`src/rtl/hazard_pkg.sv`:
```
// Shared types and constants for the ID-stage load-use hazard / stall controller.
package hazard_pkg;

    localparam int DEF_REG_ADDR_W = 5;
    localparam int DEF_CTRL_W     = 11;

    // Control bundle field positions, counted from the LSB; bit 10 is spare in the default bundle.
    localparam int JUMP_BIT      = 0;
    localparam int REG_WRITE_BIT = 1;
    localparam int ALU_SRC_BIT   = 2;
    localparam int MEM_WRITE_BIT = 3;
    localparam int MEM_2_REG_BIT = 4;
    localparam int MEM_READ_BIT  = 5;
    localparam int BRANCH_BIT    = 6;
    localparam int REG_DST_BIT   = 7;
    localparam int ALU_OP_LSB    = 8;
    localparam int ALU_OP_MSB    = 9;

    typedef enum logic {
        IDLE  = 1'b0,
        STALL = 1'b1
    } state_e;

    // Cycles still owed after the detecting cycle, as loaded into the 4-bit remaining counter.
    function automatic logic [3:0] stall_reload(input int load_lat);
        return 4'(load_lat - 1);
    endfunction

endpackage

```
`src/rtl/hazard_match.sv`:
```
// Load-use RAW comparator: flags a source operand that matches a pending load destination.
module hazard_match #(
    parameter int REG_ADDR_W  = 5,
    parameter bit ZERO_REG_EN = 1'b1
) (
    input  logic                  memread_i,
    input  logic [REG_ADDR_W-1:0] rd_i,
    input  logic [REG_ADDR_W-1:0] rs1_i,
    input  logic [REG_ADDR_W-1:0] rs2_i,
    input  logic                  use_rs1_i,
    input  logic                  use_rs2_i,
    output logic                  hit_o
);

    logic rs1_match;
    logic rs2_match;
    logic rd_is_zero;

    assign rs1_match  = use_rs1_i && (rs1_i == rd_i);
    assign rs2_match  = use_rs2_i && (rs2_i == rd_i);
    assign rd_is_zero = (rd_i == '0);

    // A load into x0 never produces a value anyone can depend on.
    assign hit_o = memread_i && (rs1_match || rs2_match) && !(ZERO_REG_EN && rd_is_zero);

endmodule

```
`src/rtl/hazard_stall_ctrl.sv`:
```
// ID-stage hazard controller: multi-cycle load-use stalls, branch flush priority, stall counter.
module hazard_stall_ctrl
    import hazard_pkg::*;
#(
    parameter int REG_ADDR_W  = DEF_REG_ADDR_W,
    parameter int CTRL_W      = DEF_CTRL_W,
    parameter int LOAD_LAT    = 1,
    parameter bit ZERO_REG_EN = 1'b1,
    parameter int CNT_W       = 16
) (
    input  logic                  clk,
    input  logic                  rst_n,
    input  logic [CTRL_W-1:0]     ctrl_in,
    input  logic [REG_ADDR_W-1:0] id_rs1,
    input  logic [REG_ADDR_W-1:0] id_rs2,
    input  logic                  id_use_rs1,
    input  logic                  id_use_rs2,
    input  logic                  ex_memread,
    input  logic [REG_ADDR_W-1:0] ex_rd,
    input  logic                  branch_taken,
    output logic [CTRL_W-1:0]     ctrl_out,
    output logic                  prevent_update_pc,
    output logic                  prevent_update_reg_IF_ID,
    output logic                  flush_IF_ID,
    output logic [CNT_W-1:0]      stall_count
);

    localparam logic [3:0] REM_RELOAD = stall_reload(LOAD_LAT);

    state_e           state_q, state_d;
    logic [3:0]       rem_q, rem_d;
    logic [CNT_W-1:0] cnt_q, cnt_d;
    logic             hit;
    logic             stall;

    hazard_match #(
        .REG_ADDR_W  (REG_ADDR_W),
        .ZERO_REG_EN (ZERO_REG_EN)
    ) u_match (
        .memread_i (ex_memread),
        .rd_i      (ex_rd),
        .rs1_i     (id_rs1),
        .rs2_i     (id_rs2),
        .use_rs1_i (id_use_rs1),
        .use_rs2_i (id_use_rs2),
        .hit_o     (hit)
    );

    // NOTE: every signal driven here gets a default first so no path can infer a latch.
    always_comb begin
        state_d     = state_q;
        rem_d       = rem_q;
        stall       = 1'b0;
        flush_IF_ID = 1'b0;
        ctrl_out    = ctrl_in;

        unique case (state_q)
            IDLE: begin
                if (branch_taken) begin
                    flush_IF_ID = 1'b1;
                    ctrl_out    = '0;
                end else if (hit) begin
                    stall    = 1'b1;
                    ctrl_out = '0;
                    if (LOAD_LAT > 1) begin
                        state_d = STALL;
                        rem_d   = REM_RELOAD;
                    end
                end
            end
            STALL: begin
                // ID/EX already holds a bubble, so hit is meaningless until the stall ends.
                ctrl_out = '0;
                if (branch_taken) begin
                    flush_IF_ID = 1'b1;
                    state_d     = IDLE;
                    rem_d       = '0;
                end else begin
                    stall = 1'b1;
                    rem_d = rem_q - 4'd1;
                    if (rem_q <= 4'd1) begin
                        state_d = IDLE;
                    end
                end
            end
            default: begin
                state_d = IDLE;
                rem_d   = '0;
            end
        endcase
    end

    assign prevent_update_pc        = stall;
    assign prevent_update_reg_IF_ID = stall;

    // Saturating: once all-ones the count stays put.
    assign cnt_d       = (stall && (cnt_q != '1)) ? cnt_q + CNT_W'(1) : cnt_q;
    assign stall_count = cnt_q;

    // NOTE: sequential state uses non-blocking assignments; reset is synchronous and active-low.
    always_ff @(posedge clk) begin
        if (!rst_n) begin
            state_q <= IDLE;
            rem_q   <= '0;
            cnt_q   <= '0;
        end else begin
            state_q <= state_d;
            rem_q   <= rem_d;
            cnt_q   <= cnt_d;
        end
    end

endmodule

```
`config.mk`:
```
export PLATFORM = sky130hd
export DESIGN_NAME = hazard_stall_ctrl
export DESIGN_NICKNAME = d
export VERILOG_FILES = /design/src/rtl/hazard_pkg.sv /design/src/rtl/hazard_match.sv /design/src/rtl/hazard_stall_ctrl.sv
export SDC_FILE = /design/constraint.sdc
export NUM_CORES = 1
export LEC_CHECK = 0
export ABC_CLOCK_PERIOD_IN_PS = 4000
export CAP_MARGIN = 20
export CORE_MARGIN = 1
export CORE_UTILIZATION = 25
export DETAILED_ROUTE_END_ITERATION = 8
export PLACE_DENSITY = 0.61
export SYNTH_ARGS = -nofsm -noshare
export SYNTH_HDL_FRONTEND = slang
export SYNTH_SLANG_ARGS = --single-unit
```
`constraint.sdc`:
```
create_clock -name clk -period 4 [get_ports clk]
set_input_delay 1 -clock clk [delete_from_list [all_inputs] [get_ports clk]]
set_output_delay 1 -clock clk [all_outputs]
set_load 0.01 [all_outputs]
```
==> metrics.txt <==
number of input and output port buffers inserted 61; type of the worst min-delay path reg2reg; distinct cell type count after synthesis 39; result of the run finished clean; number of vias in the routed layout 1466; Antenna diodes 0; maximum number of pins on one net before global-route repair 17; most area-hungry cell type in the Yosys netlist sky130_fd_sc_hd__dfxtp_1; Hold Fails Final Rpt 0; Max Transition Viols Final 0; Clk Latency, worst-skew pair 0.25 ns; iteration-0 DRC count of the detailed router 64; flip-flop and latch count after synthesis 21; maximum frequency from static timing analysis 259 MHz; actual slew at the worst max-slew pin 0.552 ns; number of nets in the synthesized netlist 195; power per cell area 193 nW/um^2; starting utilization of the core area 0.260; commonest cells after routing, fill and taps aside 41 x sky130_fd_sc_hd__clkdlybuf4s50_1, 32 x sky130_fd_sc_hd__buf_4, 21 x sky130_fd_sc_hd__dfxtp_1; count of flip-flops with a built-in enable after synthesis 0; first-pass GRT wire length 6000 um; die width 75.1 um; Final Non-Filler Cells 324; I/O Pins 62; half-perimeter wire length of the detailed placement result 2690 um; first-pass iteration count of the detailed router 4; netlist area before placement 1340 sq um; setup slack on the worst flop-to-flop path 1.96 ns; clock-pin slew of the registers on the worst-case setup and hold paths 0.07 ns; top cells by area, synth sky130_fd_sc_hd__dfxtp_1 31%, sky130_fd_sc_hd__xnor2_1 7.2%, sky130_fd_sc_hd__and2_1 5.6%; share of synthesized registers carrying an async set or reset 0; Peak VDD IR 0.000178 V; multi-input combinational cell area 930 sq um; count of unresolved DRC violations after routing 0; CP Capture Type output port; average wire per cell in the routed design 12.3 um; fraction of the cycle the final worst path needs 0.965; Critical Path, Cell by Cell clkdlybuf4s50_1, xnor2_2, nand4_1, o22a_1, o21a_1, and2b_2, and2_1, dlygate4sd2_1; data arrival time at the worst-slack endpoint 2.86 ns; Leak Pwr 1.00 nW; dominant synthesized flop cell sky130_fd_sc_hd__dfxtp_1; CTS Buffer Depth 2; number of global-route vias before repair 1355; H-tree lvl count 1; Clock Skew 0.000933 ns; share of Yosys cell area claimed by the top area cell type 0.314; clock tree from TritonCTS yes; GRT Overall Usage 0.135; die height 75.1 um; minimum clock period after layout 3.86 ns; Setup crit start kind primary input; Storage cell area 420 sq um; GPL Wtd Cong 0.730; Via-to-Cell Ratio 4.52; Filler Cells Inserted 541; max-cap check violation count 0; antenna violations before repair 0; final count of negative-setup-slack endpoints 0; total number of clock tree sinks 21; Post-Route WL 3980 um; number of instances in the synthesized netlist 160; Core ar. 5140 sq um; net count of the finished layout 290; yosys warns 0; area growth from synthesis to layout 77.5%; layout cells sized above 1 0.244; GRT Residual Overflow 0; max-slew headroom at the worst pin 0.632; type of the worst setup path in2out; Num CTS Buffers 3; total placed cells including tap cells 295; Crit path largest cell delay 0.50 ns; largest fanout on the critical path 7; antenna-violating nets left 0; Row Count 26; average size of a mapped cell 8.36 sq um; share of the yosys chip area belonging to registers 0.314; commonest non-fill, non-tap cell in the layout sky130_fd_sc_hd__clkdlybuf4s50_1; endpoint required time on the critical path 3.00 ns; Die Footprint 5650 sq um; RSZ-0062 raised after global routing false; hold buffer count at CTS 0; cell with the largest stage delay on the worst path sky130_fd_sc_hd__clkdlybuf4s50_1; master cell of the clock root buffer sky130_fd_sc_hd__clkbuf_8; final setup TNS 0 ns
==> flip-flops by register name, indices dropped and copies added (netlist names) <==
register / flops
state_q: 1
rem_q: 4
stall_count: 16
==> stage by stage <==
step / area, sq um / hold slack, ns / utilization / worst slack, ns / power (mW)
2_1_floorplan: 1340 / 0.494 / - / 0.628 / 0.246
3_3_place_gp: 2070 / 0.471 / 0.403 / -0.373 / 0.304
3_5_place_dp: 2070 / 0.474 / 0.403 / -0.433 / 0.304
4_1_cts: 2280 / 0.488 / 0.444 / 0.0433 / 0.458
5_1_grt: 2370 / 0.535 / 0.462 / 0.00784 / 0.483
6_report: 2370 / 0.489 / 0.462 / 0.142 / 0.458
==> logic make-up after synthesis <==
| logic type | share of synthesized area |
|---|---|
| adders and majority gates | 0.0281 |
| xor gates and xnor gates | 0.0851 |
| muxes | 0.0524 |
| AOI/OAI and AO/OA | 0.109 |
| buffers and inverters | 0.0486 |
| DFF | 0.314 |
| and+or+nand+nor | 0.362 |
==> cell usage after synthesis, types with 5 or more instances <==
cell,number
sky130_fd_sc_hd__dfxtp_1,21
sky130_fd_sc_hd__nand2_1,13
sky130_fd_sc_hd__and2_1,12
sky130_fd_sc_hd__xnor2_1,11
sky130_fd_sc_hd__nor2_1,10
sky130_fd_sc_hd__nand2b_1,8
sky130_fd_sc_hd__a21oi_1,7
sky130_fd_sc_hd__mux2i_1,7
sky130_fd_sc_hd__nand3_1,7
sky130_fd_sc_hd__o21ai_0,7
sky130_fd_sc_hd__inv_1,5
sky130_fd_sc_hd__nor3_1,5
==> critical path, delay by kind of cell <==
kind | cells | cell delay (ns)
xor+xnor | 1 | 0.11
compound gates | 2 | 0.44
buf+inv | 2 | 0.78
simple gates | 3 | 0.53
==> cell type report <==
type | count | area share
clock buffers | 4 | 0.0190
inverters | 5 | 0.00791
multi-input cells | 127 | 0.392
flip-flops and latches | 21 | 0.177
well taps | 70 | 0.0369
repair buffers | 97 | 0.367
==> per-layer routing <==
metal / GRT usage / part of all wire / vias to the layer above
li1: - / - / 757
met1: 0.157 / 0.41 / 667
met2: 0.261 / 0.51 / 38
met3: 0.0254 / 0.066 / 4
met4: 0.0185 / 0.0055 / 0
met5: 0 / 0 / -
==> timing repair <==
action | 4_1_cts | 5_1_grt
endpoints found under the setup margin | 13 | 17
pin swaps | 3 | 6
buffers inserted | 21 | 4
gates resized for setup | 37 | 18
==> worst paths after layout <==
check | from | end | cells after the start
hold reg to reg | stall_count[11] | stall_count[11] | 2
hold / removal | stall_count[11] | stall_count[11] | 2
setup reg to reg | stall_count[0] | stall_count[4] | 6
setup / recovery | id_rs2[4] | ctrl_out[3] | 8
==> power breakdown <==
group | total [mW] | internal (mW) | leakage [nW] | switching (mW)
Sequential | 0.209 | 0.209 | 0.169 | 0.000155
Combinational | 0.113 | 0.0714 | 0.812 | 0.0413
Clock | 0.137 | 0.0708 | 0.0228 | 0.0658
Total | 0.458 | 0.351 | 1.00 | 0.107
No activity file was read; power rests on OpenSTA's default activity.
